## src/rtl/ht_cmd_arbiter.sv

```systemverilog
// Round-robin merge of NUM_SRC command streams into one registered valid/ready output.
// Optional per-source grant counters are built when HT_ARB_STATS_EN is defined.
module ht_cmd_arbiter #(
    parameter int NUM_SRC = 4,
    parameter int CMD_W   = 64,
    parameter int SRC_W   = $clog2(NUM_SRC),
    parameter int STAT_W  = 32
) (
    input  logic                     clk_i,
    input  logic                     rst_i,
    input  logic [NUM_SRC*CMD_W-1:0] src_cmd_i,
    input  logic [NUM_SRC-1:0]       src_valid_i,
    output logic [NUM_SRC-1:0]       src_ready_o,
    output logic [CMD_W-1:0]         cmd_o,
    output logic [SRC_W-1:0]         cmd_src_o,
    output logic                     cmd_valid_o,
    input  logic                     cmd_ready_i,
    input  logic [SRC_W-1:0]         stat_sel_i,
    input  logic                     stat_clr_i,
    output logic [STAT_W-1:0]        stat_cnt_o
);

    // Valid/ready: a transfer happens on a rising edge where valid and ready are
    // both high. Sources hold cmd/valid until ready; ready never depends on a
    // later cycle, and the output stage holds cmd/src/valid while cmd_ready_i is low.

    logic [SRC_W-1:0] rr_ptr;
    logic [SRC_W-1:0] rr_next;
    logic [SRC_W-1:0] grant_idx;
    logic             grant_found;
    logic [SRC_W:0]   search_idx;
    logic [CMD_W-1:0] grant_cmd;
    logic             load;
    logic             handshake;

    assign load      = !cmd_valid_o || cmd_ready_i;
    assign handshake = rst_i && load && grant_found;

    // Search starts at rr_ptr and wraps at NUM_SRC, which need not be a power of two.
    always_comb begin
        grant_found = 1'b0;
        grant_idx   = '0;
        search_idx  = '0;
        for (int i = 0; i < NUM_SRC; i++) begin
            search_idx = {1'b0, rr_ptr} + (SRC_W+1)'(i);
            if (search_idx >= (SRC_W+1)'(NUM_SRC)) begin
                search_idx = search_idx - (SRC_W+1)'(NUM_SRC);
            end
            if (!grant_found && src_valid_i[search_idx[SRC_W-1:0]]) begin
                grant_found = 1'b1;
                grant_idx   = search_idx[SRC_W-1:0];
            end
        end
    end

    assign grant_cmd = src_cmd_i[int'(grant_idx)*CMD_W +: CMD_W];
    assign rr_next   = (grant_idx == SRC_W'(NUM_SRC-1)) ? '0 : grant_idx + SRC_W'(1);

    always_comb begin
        src_ready_o = '0;
        if (handshake) begin
            src_ready_o[grant_idx] = 1'b1;
        end
    end

    always_ff @(posedge clk_i or negedge rst_i) begin
        if (!rst_i) begin
            cmd_o       <= '0;
            cmd_src_o   <= '0;
            cmd_valid_o <= 1'b0;
            rr_ptr      <= '0;
        end else if (load) begin
            if (grant_found) begin
                cmd_o       <= grant_cmd;
                cmd_src_o   <= grant_idx;
                cmd_valid_o <= 1'b1;
                rr_ptr      <= rr_next;
            end else begin
                // Drained with nothing to send: payload keeps its last value.
                cmd_valid_o <= 1'b0;
            end
        end
    end

`ifdef HT_ARB_STATS_EN
    logic [STAT_W-1:0] stat_cnt [NUM_SRC];

    // Clear wins over a same-cycle increment.
    always_ff @(posedge clk_i or negedge rst_i) begin
        if (!rst_i) begin
            for (int k = 0; k < NUM_SRC; k++) begin
                stat_cnt[k] <= '0;
            end
        end else if (stat_clr_i) begin
            for (int k = 0; k < NUM_SRC; k++) begin
                stat_cnt[k] <= '0;
            end
        end else if (handshake) begin
            stat_cnt[grant_idx] <= stat_cnt[grant_idx] + STAT_W'(1);
        end
    end

    assign stat_cnt_o = (int'(stat_sel_i) < NUM_SRC) ? stat_cnt[stat_sel_i] : '0;
`else
    logic stats_unused;
    assign stats_unused = ^{stat_sel_i, stat_clr_i};
    assign stat_cnt_o   = '0;
`endif

endmodule

```

## config.mk

```make
export PLATFORM = sky130hd
export DESIGN_NAME = ht_cmd_arbiter
export DESIGN_NICKNAME = d
export VERILOG_FILES = /design/src/rtl/ht_cmd_arbiter.sv
export SDC_FILE = /design/constraint.sdc
export NUM_CORES = 1
export LEC_CHECK = 0
export ABC_AREA = 1
export ABC_CLOCK_PERIOD_IN_PS = 2950
export CAP_MARGIN = 20
export CORE_AREA = 2 2 143 145
export DETAILED_ROUTE_END_ITERATION = 8
export DIE_AREA = 0 0 145 147
export PLACE_DENSITY = 0.67
export SYNTH_ARGS = -nofsm -noshare
export SYNTH_HDL_FRONTEND = slang
export SYNTH_SLANG_ARGS = --single-unit
export TNS_END_PERCENT = 10
```

## constraint.sdc

```tcl
create_clock -name clk_i -period 2.95 [get_ports clk_i]
set_input_delay 0.7375 -clock clk_i [delete_from_list [all_inputs] [get_ports clk_i]]
set_output_delay 0.7375 -clock clk_i [all_outputs]
set_load 0.02 [all_outputs]
```

==> impl_metrics.toml, run 1 <==
[synth]
yosysSeqAreaShare = 0.302
postSynthAreaPerCell_um2 = 6.39
synth_common_cells = "296 x nand2_1, 262 x nand3_1, 73 x inv_1, 69 x dfrtp_1, 65 x nand3b_1"
synth_area_um2 = 5720
ys_warn_count = 0
syn-instance-count = 895
synth_cell_types = 22
synth_top_area_cell = "dfrtp_1"
synth_edf_count = 0
async_reset_ff_frac = 1.00
ys.flop_type = "dfrtp_1"
netlist.area_leader.share = 0.302
synth_top_cells_by_area = "dfrtp_1 30%, nand3_1 23%, nand2_1 19%, nand3b_1 8.5%, buf_4 6.3%"
synth.most_common_cell = "nand2_1"
ys_ff_latch = 69

[finish]
syn_to_final_growth_pct = 66.4
nets = 1462
finalInstanceArea_um2 = 9520
drive_gt1_frac = 0.0760
fin_cells = 1469
final_util = 0.480

[timing]
slew_viol_final = 0
setup_viol_count_final = 0
fin_setup_tns_ns = 0
timing.final.crit_share = 0.970
finalClockSkew_ns = 0.00629
max_slew_margin = 0.372
worst_slack_ns = 0.0871
finalCriticalPeriod_ns = 2.86
tightest_slew_ns = 0.942
holdWs_ns = 0.188
timing.fmax_mhz = 349
hold_viol_final = 0

[routing]
ant_nets = 0
routed_via_density = 4.74
vias = 6964
routed_wl_mm = 22.9
drtIter0Drc = 364
wl_per_cell_um = 15.6
drc_errors = 0
dr.pass1.iters = 4

[grt]
grt_pass1_wl_mm = 35.8
grt_pass1_vias = 6668
grt_max_degree = 79
antenna_found_initial = 1
grt-ovfl-total = 0
grt_use_total = 0.209

[critical_path]
worst-path-max-fanout = 4
crit_chain = "clkdlybuf4s15_1 > nand2_1 > nand2_2 > nand2_2 > nand2_2 > nor2_4 > nand2_2 > nor2_4 > nor2_4 > inv_4 > ha_4 > inv_1 > nor2_1 > buf_4"
cp.required_ns = 2.21
path_common_cell = "nand2_2"
arrival_ns = 2.13
slowest_stage = "clkdlybuf4s15_1"
cp-start-kind = "primary input"
end_kind = "primary output"
path_class = "primary input to primary output"
max_stage_delay_ns = 0.19

[die]
die_w_um = 145
initial_core_util = 0.288
design.die.area_um2 = 21300
die_y_um = 147
core-area_um2 = 19800
ioPinCount = 369
rows = 52

[hold_path]
hp-class = "primary input to async pin"

[clocking]
clock_latency_ns = 0.33
clk_pin_slew_ns = 0.06
cts.sinks = 69
cts_tree = "done"
cts_buffer_depth = 2
cts_buffers = 9
root_buffer = "clkbuf_16"
cts_max_level = 3

[pwr]
leakagePower_nw = 4.49
finalPower_mw = 11.7
vdd.ir_drop.worst_uv = 1220
power_density_nw_per_um2 = 1220

[place]
globalplace.congestion = 0.844
dp_slack_ns = -0.725
hpwl_mm = 15.4
io_buffer_count = 333
placedCellCount = 1449
place_area_um2 = 9100

[job]
drv_cap = 0

[outcome]
outcome = "finished, final reports clean"
[final timing paths]
kind / start / end / slack, ns / cells after the start
min in group clk_i: cmd_o[60] / cmd_o[60] / 0.49 / 2
worst min register to register: cmd_o[60] / cmd_o[60] / 0.49 / 2
worst max register to register: rr_ptr[0] / cmd_o[29] / 0.27 / 15
max in group asynchronous: rst_i / rr_ptr[0] / 1.62 / 2
worst max-delay path: src_valid_i[3] / src_ready_o[2] / 0.09 / 14
worst min-delay path: rst_i / cmd_o[48] / 0.19 / 1
[cell usage in the layout (no fill, tap or decap)]
| cell | synthesis | final |
|---|---|---|
| nand3_1 | 262 | 257 |
| buf_12 | 0 | 3 |
| a21oi_2 | 0 | 1 |
| o21a_1 | 1 | 1 |
| nand2_1 | 296 | 282 |
| ha_4 | 0 | 2 |
| dfrtp_1 | 69 | 68 |
| o21ai_0 | 2 | 2 |
| clkdlybuf4s15_1 | 0 | 1 |
| nor3_2 | 0 | 2 |
| inv_4 | 0 | 3 |
| nor2_1 | 4 | 4 |
| buf_6 | 4 | 2 |
| nand3_4 | 0 | 2 |
| nand3_2 | 0 | 3 |
| nand2_2 | 5 | 15 |
| nor2_8 | 1 | 1 |
| nand2_4 | 0 | 4 |
| clkbuf_16 | 0 | 9 |
| dfrtp_2 | 0 | 1 |
| nand3b_1 | 65 | 65 |
| buf_4 | 48 | 26 |
| clkbuf_2 | 0 | 3 |
| conb_1 | 1 | 32 |
| nor2_4 | 2 | 3 |
| inv_2 | 4 | 7 |
| inv_1 | 73 | 67 |
| o21ai_1 | 2 | 2 |
| diode_2 | 0 | 1 |
| clkbuf_8 | 0 | 3 |
| clkdlybuf4s50_1 | 0 | 324 |
| clkinv_2 | 0 | 1 |
| clkbuf_1 | 20 | 2 |
[state kept, by name, indices dropped and copies added, names as in the netlist]
register	flops
cmd_valid_o	1
cmd_src_o	2
cmd_o	64
rr_ptr	2
[worst max-delay path, delay by kind of cell]
family        cells  cell delay (ns)
fa+ha+maj         1             0.13
buf+inv           4             0.45
simple gates      9             0.81
[per-layer routing]
layer  global-route usage  vias to the layer above  routed length, µm
li1                     -                     3419                  -
met1                0.243                     3181               9030
met2                0.358                      308              11000
met3               0.0602                       56               1940
met4               0.0995                        0                918
met5                    0                        -                  0
[power breakdown]
| group | switching, mW | internal (mW) |
|---|---|---|
| Clock | 0.419 | 0.634 |
| Sequential | 0.280 | 1.50 |
| Combinational | 5.58 | 3.25 |
| Total | 6.28 | 5.38 |
[kinds of logic (layout without fill, tap and decap cells)]
logic type	count (synthesis)	in the layout	synth area share
other	1	33	0.000655
AOI/OAI and AO/OA	6	6	0.00568
and+or+nand+nor	638	638	0.527
adders and majority gates	2	2	0.00437
DFF	69	69	0.302
buffers and inverters	179	451	0.161
[area by class of cell]
type	instances	area [µm²]
clock buffer	14	274
tap	270	338
clock inverter	1	5.00
sequential	69	1730
inverter	77	297
antenna	1	2.50
fill	2047	10300
timing repair buffer	359	3550
multi-input combinational	678	3330
[what timing repair did]
action	4_1_cts	5_1_grt
resized for setup	35	39
setup endpoints to repair	4	31
setup buffers	2	2
pin swaps	4	20
hold buffers	0	0
hold endpoints to repair	0	0
No activity file was read; power rests on OpenSTA's default activity.
==> run 2, diff against run 1 <==
SLEW_MARGIN = 25   (was default)
==> run 2 against run 1 <==
Fmax hardly changed. Core utilization hardly changed. Critical path depth stayed put. Worst setup slack hardly changed. Die area stayed put. First-iteration DRC count is 7.4% lower. Combinational power hardly changed. Sequential cell count stayed put. Via count is 0.20% higher. Clock-buffer cell count stayed put. Critical endpoint unchanged. Critical path type unchanged. Total power hardly changed.
==> impl_metrics.toml, run 2 (synthesis gave the netlist of run 1 again) <==
[critical_path]
end_kind = "primary output"
cp-start-kind = "primary input"
slowest_stage = "clkdlybuf4s15_1"
arrival_ns = 2.13
cp.buffers_inverters = 4
path_common_cell = "nand2_2"
cp.required_ns = 2.21
max_stage_delay_ns = 0.19
cp.depth = 14
worst-path-max-fanout = 4
path_class = "primary input to primary output"
rr_worst_depth = 15
crit_chain = "clkdlybuf4s15_1 > nand2_1 > nand2_2 > nand2_2 > nand2_2 > nor2_4 > nand2_2 > nor2_4 > nor2_4 > inv_4 > ha_4 > inv_1 > nor2_1 > buf_4"
cpLargestDelayFamily = "simple AND/OR/NAND/NOR gates"

[job]
drv_cap = 0

[die]
initial_core_util = 0.288
die_w_um = 145
die_y_um = 147
design.die.area_um2 = 21300
ioPinCount = 369
rows = 52
core-area_um2 = 19800

[finish]
syn_to_final_growth_pct = 66.4
most-common-layout-cells = "324 x clkdlybuf4s50_1, 282 x nand2_1, 257 x nand3_1"
largest_register_ffs = 64
fin_cells = 1469
largest_register = "cmd_o"
mostFrequentLayoutCell = "clkdlybuf4s50_1"
drive_gt1_frac = 0.0760
finalInstanceArea_um2 = 9530
nets = 1462
top_regs = "cmd_o x64, cmd_src_o x2, rr_ptr x2"

[place]
globalplace.congestion = 0.844
dp_slack_ns = -0.725
hpwl_mm = 15.4
io_buffer_count = 333
place_area_um2 = 9100
placedCellCount = 1449

[routing]
vias = 6978
routed_via_density = 4.75
drtIter0Drc = 337
drc_errors = 0
wl_per_cell_um = 15.6
dr.pass1.iters = 4
routed_wl_mm = 22.9
ant_nets = 0

[grt]
grt_max_degree = 79
grt_pass1_wl_mm = 35.8
grt-ovfl-total = 0
antenna_found_initial = 1
grt_use_total = 0.209
grt_pass1_vias = 6668

[timing]
worst_slack_ns = 0.0870
max_slew_margin = 0.408
timing.fmax_mhz = 349
timing.final.crit_share = 0.971
setup_viol_count_final = 0
tightest_slew_ns = 0.887
slew_viol_final = 0
finalCriticalPeriod_ns = 2.86
hold_viol_final = 0
finalClockSkew_ns = 0.00657

[clocking]
ctsHoldBuffers = 0
cts_buffers = 9
cts.sinks = 69
clk_pin_slew_ns = 0.06
cts_tree = "done"
root_buffer = "clkbuf_16"
cts_buffer_depth = 2
cts_max_level = 3
clock_latency_ns = 0.33

[pwr]
vdd.ir_drop.worst_uv = 1220
power_density_nw_per_um2 = 1220
leakagePower_nw = 4.49
finalPower_mw = 11.7

[hold_path]
hp-class = "primary input to async pin"

[outcome]
outcome = "finished, final reports clean"
-- run 2: changes by cell type in the layout (fill, tap and decap cells not counted) --
| cell | delta |
|---|---|
| buf_4 | -1 |
| buf_6 | +1 |
-- run 2: worst register-to-register path: stages (launching register included) --
cell,delay (ns)
dfrtp_2,0.44
buf_6,0.14
nand2_1,0.06
nand2_1,0.08
nand2_2,0.10
nand2_2,0.07
nor2_4,0.16
nand3_2,0.11
nand2_4,0.08
buf_4,0.10
buf_4,0.10
buf_4,0.60
nand3_1,0.24
nand2_1,0.13
nand3_1,0.08
nand3_1,0.12
-- run 2: where the power goes --
group	switching [mW]	internal (mW)
clock	0.419	0.634
combinational	5.58	3.25
sequential	0.280	1.50
total	6.28	5.38
-- run 2: through the flow --
stage	utilization	setup TNS, ns	hold WS, ns
after floorplan	-	0	0.442
after global placement	0.458	-15.10	0.471
after detailed placement	0.458	-18.36	0.478
after CTS	0.474	0	0.171
after global routing	0.480	-0.0231	0.178
final	0.480	0	0.191
-- run 2: layer usage --
| metal | track usage | vias to the layer above | wire (µm) |
|---|---|---|---|
| met5 | 0 | - | 0 |
| met2 | 0.358 | 316 | 11000 |
| li1 | - | 3418 | - |
| met3 | 0.0602 | 54 | 1990 |
| met4 | 0.0995 | 0 | 862 |
| met1 | 0.243 | 3190 | 9030 |
-- run 2: layout make-up --
| cell class | instances | area (µm²) |
|---|---|---|
| fill | 2046 | 10300 |
| timing repair buffer | 359 | 3550 |
| multi-input combinational | 678 | 3330 |
| sequential | 69 | 1730 |
| tap | 270 | 338 |
| inverter | 77 | 297 |
| clock buffer | 14 | 274 |
| clock inverter | 1 | 5.00 |
| antenna | 1 | 2.50 |
-- run 2: what timing repair did --
| action | in CTS | in global routing |
|---|---|---|
| endpoints found under the setup margin | 4 | 31 |
| pin swaps | 4 | 20 |
| resized for setup | 35 | 39 |
| setup buffers | 2 | 2 |
-- run 2: final timing paths --
| check | slack (ns) | endpoint | startpoint |
|---|---|---|---|
| max | 0.09 | src_ready_o[2] | src_valid_i[3] |
| min | 0.19 | cmd_o[48] | rst_i |
| max reg2reg | 0.27 | cmd_o[29] | rr_ptr[0] |
| min reg2reg | 0.49 | cmd_o[60] | cmd_o[60] |
| max in group asynchronous | 1.89 | rr_ptr[0] | rst_i |
| min in group clk_i | 0.49 | cmd_o[60] | cmd_o[60] |
==> run 3, diff against run 2 <==
CORE_AREA = 2 2 142 144   (was 2 2 143 145)
CTS_BUF_LIST = sky130_fd_sc_hd__clkbuf_8   (was default)
DIE_AREA = 0 0 144 146   (was 0 0 145 147)
GPL_TIMING_DRIVEN = 0   (was default)
==> run 3 against run 2 <==
Non-clock buffer count up 88. Total power up 5.4%. Critical path depth unchanged. Cell count up 5.6%. Sequential power about the same. Core utilization up 3.6 points. Clock-buffer cell count down 2. Clock skew up 0.0026 ns. Largest power group unchanged.
==> impl_metrics.toml, run 3 (synthesis gave the netlist of run 1 again) <==
[critical_path]
arrival_ns = 2.17
slowest_stage = "nor2_4"
max_stage_delay_ns = 0.21
worst_r2r_endpoint = "cmd_o[37]"
cp.required_ns = 2.21
path_class = "primary input to primary output"
end_kind = "primary output"
crit_chain = "clkdlybuf4s15_1 > inv_2 > nand2_2 > nand3_2 > nand2_4 > inv_2 > nand2_2 > nor2_4 > nor2_4 > clkinv_8 > ha_4 > inv_1 > nor2_1 > buf_4"
worst-path-max-fanout = 4
rr_worst_depth = 15
cp-start-kind = "primary input"
rr_startpoint = "rr_ptr[0]"
rrSetupSlack_ns = 0.49

[timing]
worst_slack_ns = 0.0461
max_slew_margin = 0.647
finalCriticalPeriod_ns = 2.90
timing.final.crit_share = 0.984
tightest_slew_ns = 0.529
slew_viol_final = 0
timing.fmax_mhz = 344
hold_viol_final = 0
rsz0062_at_grt = "true"
finalClockSkew_ns = 0.00912
fin_setup_tns_ns = 0
setup_viol_count_final = 0

[finish]
drive_gt1_frac = 0.131
top_regs = "cmd_o x64, cmd_src_o x2, rr_ptr x2"
num-fill-cells = 1951
largest_register_ffs = 64
most-common-layout-cells = "324 x clkdlybuf4s50_1, 278 x nand2_1, 256 x nand3_1"
mostFrequentLayoutCell = "clkdlybuf4s50_1"
syn_to_final_growth_pct = 74.4
final_util = 0.516
diodes = 0
nets = 1550
largest_register = "cmd_o"
finalInstanceArea_um2 = 9980

[clocking]
ctsHoldBuffers = 0
clock_latency_ns = 0.36
root_buffer = "clkbuf_8"
cts_tree = "done"
cts.sinks = 69
cts_max_level = 3
cts_buffers = 9
cts_buffer_depth = 2
clk_pin_slew_ns = 0.07

[pwr]
power_density_nw_per_um2 = 1230
leakagePower_nw = 4.81
vdd.ir_drop.worst_uv = 654
finalPower_mw = 12.3

[outcome]
outcome = "finished, final reports clean"

[grt]
grt-ovfl-total = 0
grt_pass1_vias = 6671
grt_pass1_wl_mm = 37.1
antenna_found_initial = 0
grt_max_degree = 41
grt_use_total = 0.231

[routing]
routed_wl_mm = 25.6
drc_errors = 0
vias = 7251
routed_via_density = 4.68
drtIter0Drc = 405
ant_nets = 0
wl_per_cell_um = 16.5
dr.pass1.iters = 5

[place]
globalplace.congestion = 0.860
hpwl_mm = 19.4
place_area_um2 = 9530
io_buffer_count = 333
dp_slack_ns = -1.11

[die]
core-area_um2 = 19300
rows = 51
initial_core_util = 0.296
design.die.area_um2 = 21000
die_w_um = 144
die_y_um = 146
ioPinCount = 369

[hold_path]
hp-class = "primary input to async pin"

[job]
drv_cap = 0
## run 3: critical path: cells and delay by family
kind,cells,cell delay (ns)
AND/OR/NAND/NOR,7,0.67
buffers and inverters,6,0.61
adder cells (fa/ha/maj),1,0.16
## run 3: through the flow
step                hold WS [ns]  std cells
finish                     0.317       1551
detailed placement         0.482       1525
global placement           0.477       1524
global route               0.339       1551
floorplan                  0.442        926
CTS                        0.312       1547
## run 3: cell type report
cell class                 instances  area (µm²)  area share
clock buffer                      12         165      0.0166
clock inverter                     3        12.5     0.00125
sequential                        69        1730       0.173
multi-input combinational        678        3370       0.338
inverter                          77         322      0.0322
tap                              265         332      0.0332
buffer                            98         597      0.0598
timing repair buffer             349        3450       0.346
## run 3: per-layer routing
layer,up-vias,part of all wire,GRT usage
met5,-,0,0
met4,0,0.030,0.0858
met3,46,0.091,0.0609
met2,307,0.48,0.390
met1,3292,0.40,0.279
li1,3606,-,-
## run 3: worst max path at each step
| stage | to | slack, ns | from |
|---|---|---|---|
| 4_1_cts | src_ready_o[2] | -0.02 | rr_ptr[0] |
| 2_1_floorplan | src_ready_o[1] | 0.03 | src_valid_i[3] |
| 3_3_place_gp | src_ready_o[1] | -2.98 | rst_i |
| 3_5_place_dp | src_ready_o[2] | -1.11 | src_valid_i[2] |
| 6_report | src_ready_o[2] | 0.05 | src_valid_i[0] |
| 5_1_grt | src_ready_o[3] | -0.07 | rr_ptr[0] |
## run 3: what timing repair did
item / in CTS / in global routing
pin swaps: 16 / 20
gates cloned: 1 / 0
setup buffers: 8 / 6
hold endpoints to repair: 0 / 0
gates resized for setup: 56 / 51
setup endpoints to repair: 4 / 4
## run 3: report_power, final
| group | internal (mW) | switching [mW] | total [mW] |
|---|---|---|---|
| Combinational | 3.68 | 6.07 | 9.76 |
| Clock | 0.363 | 0.391 | 0.754 |
| Sequential | 1.50 | 0.284 | 1.78 |
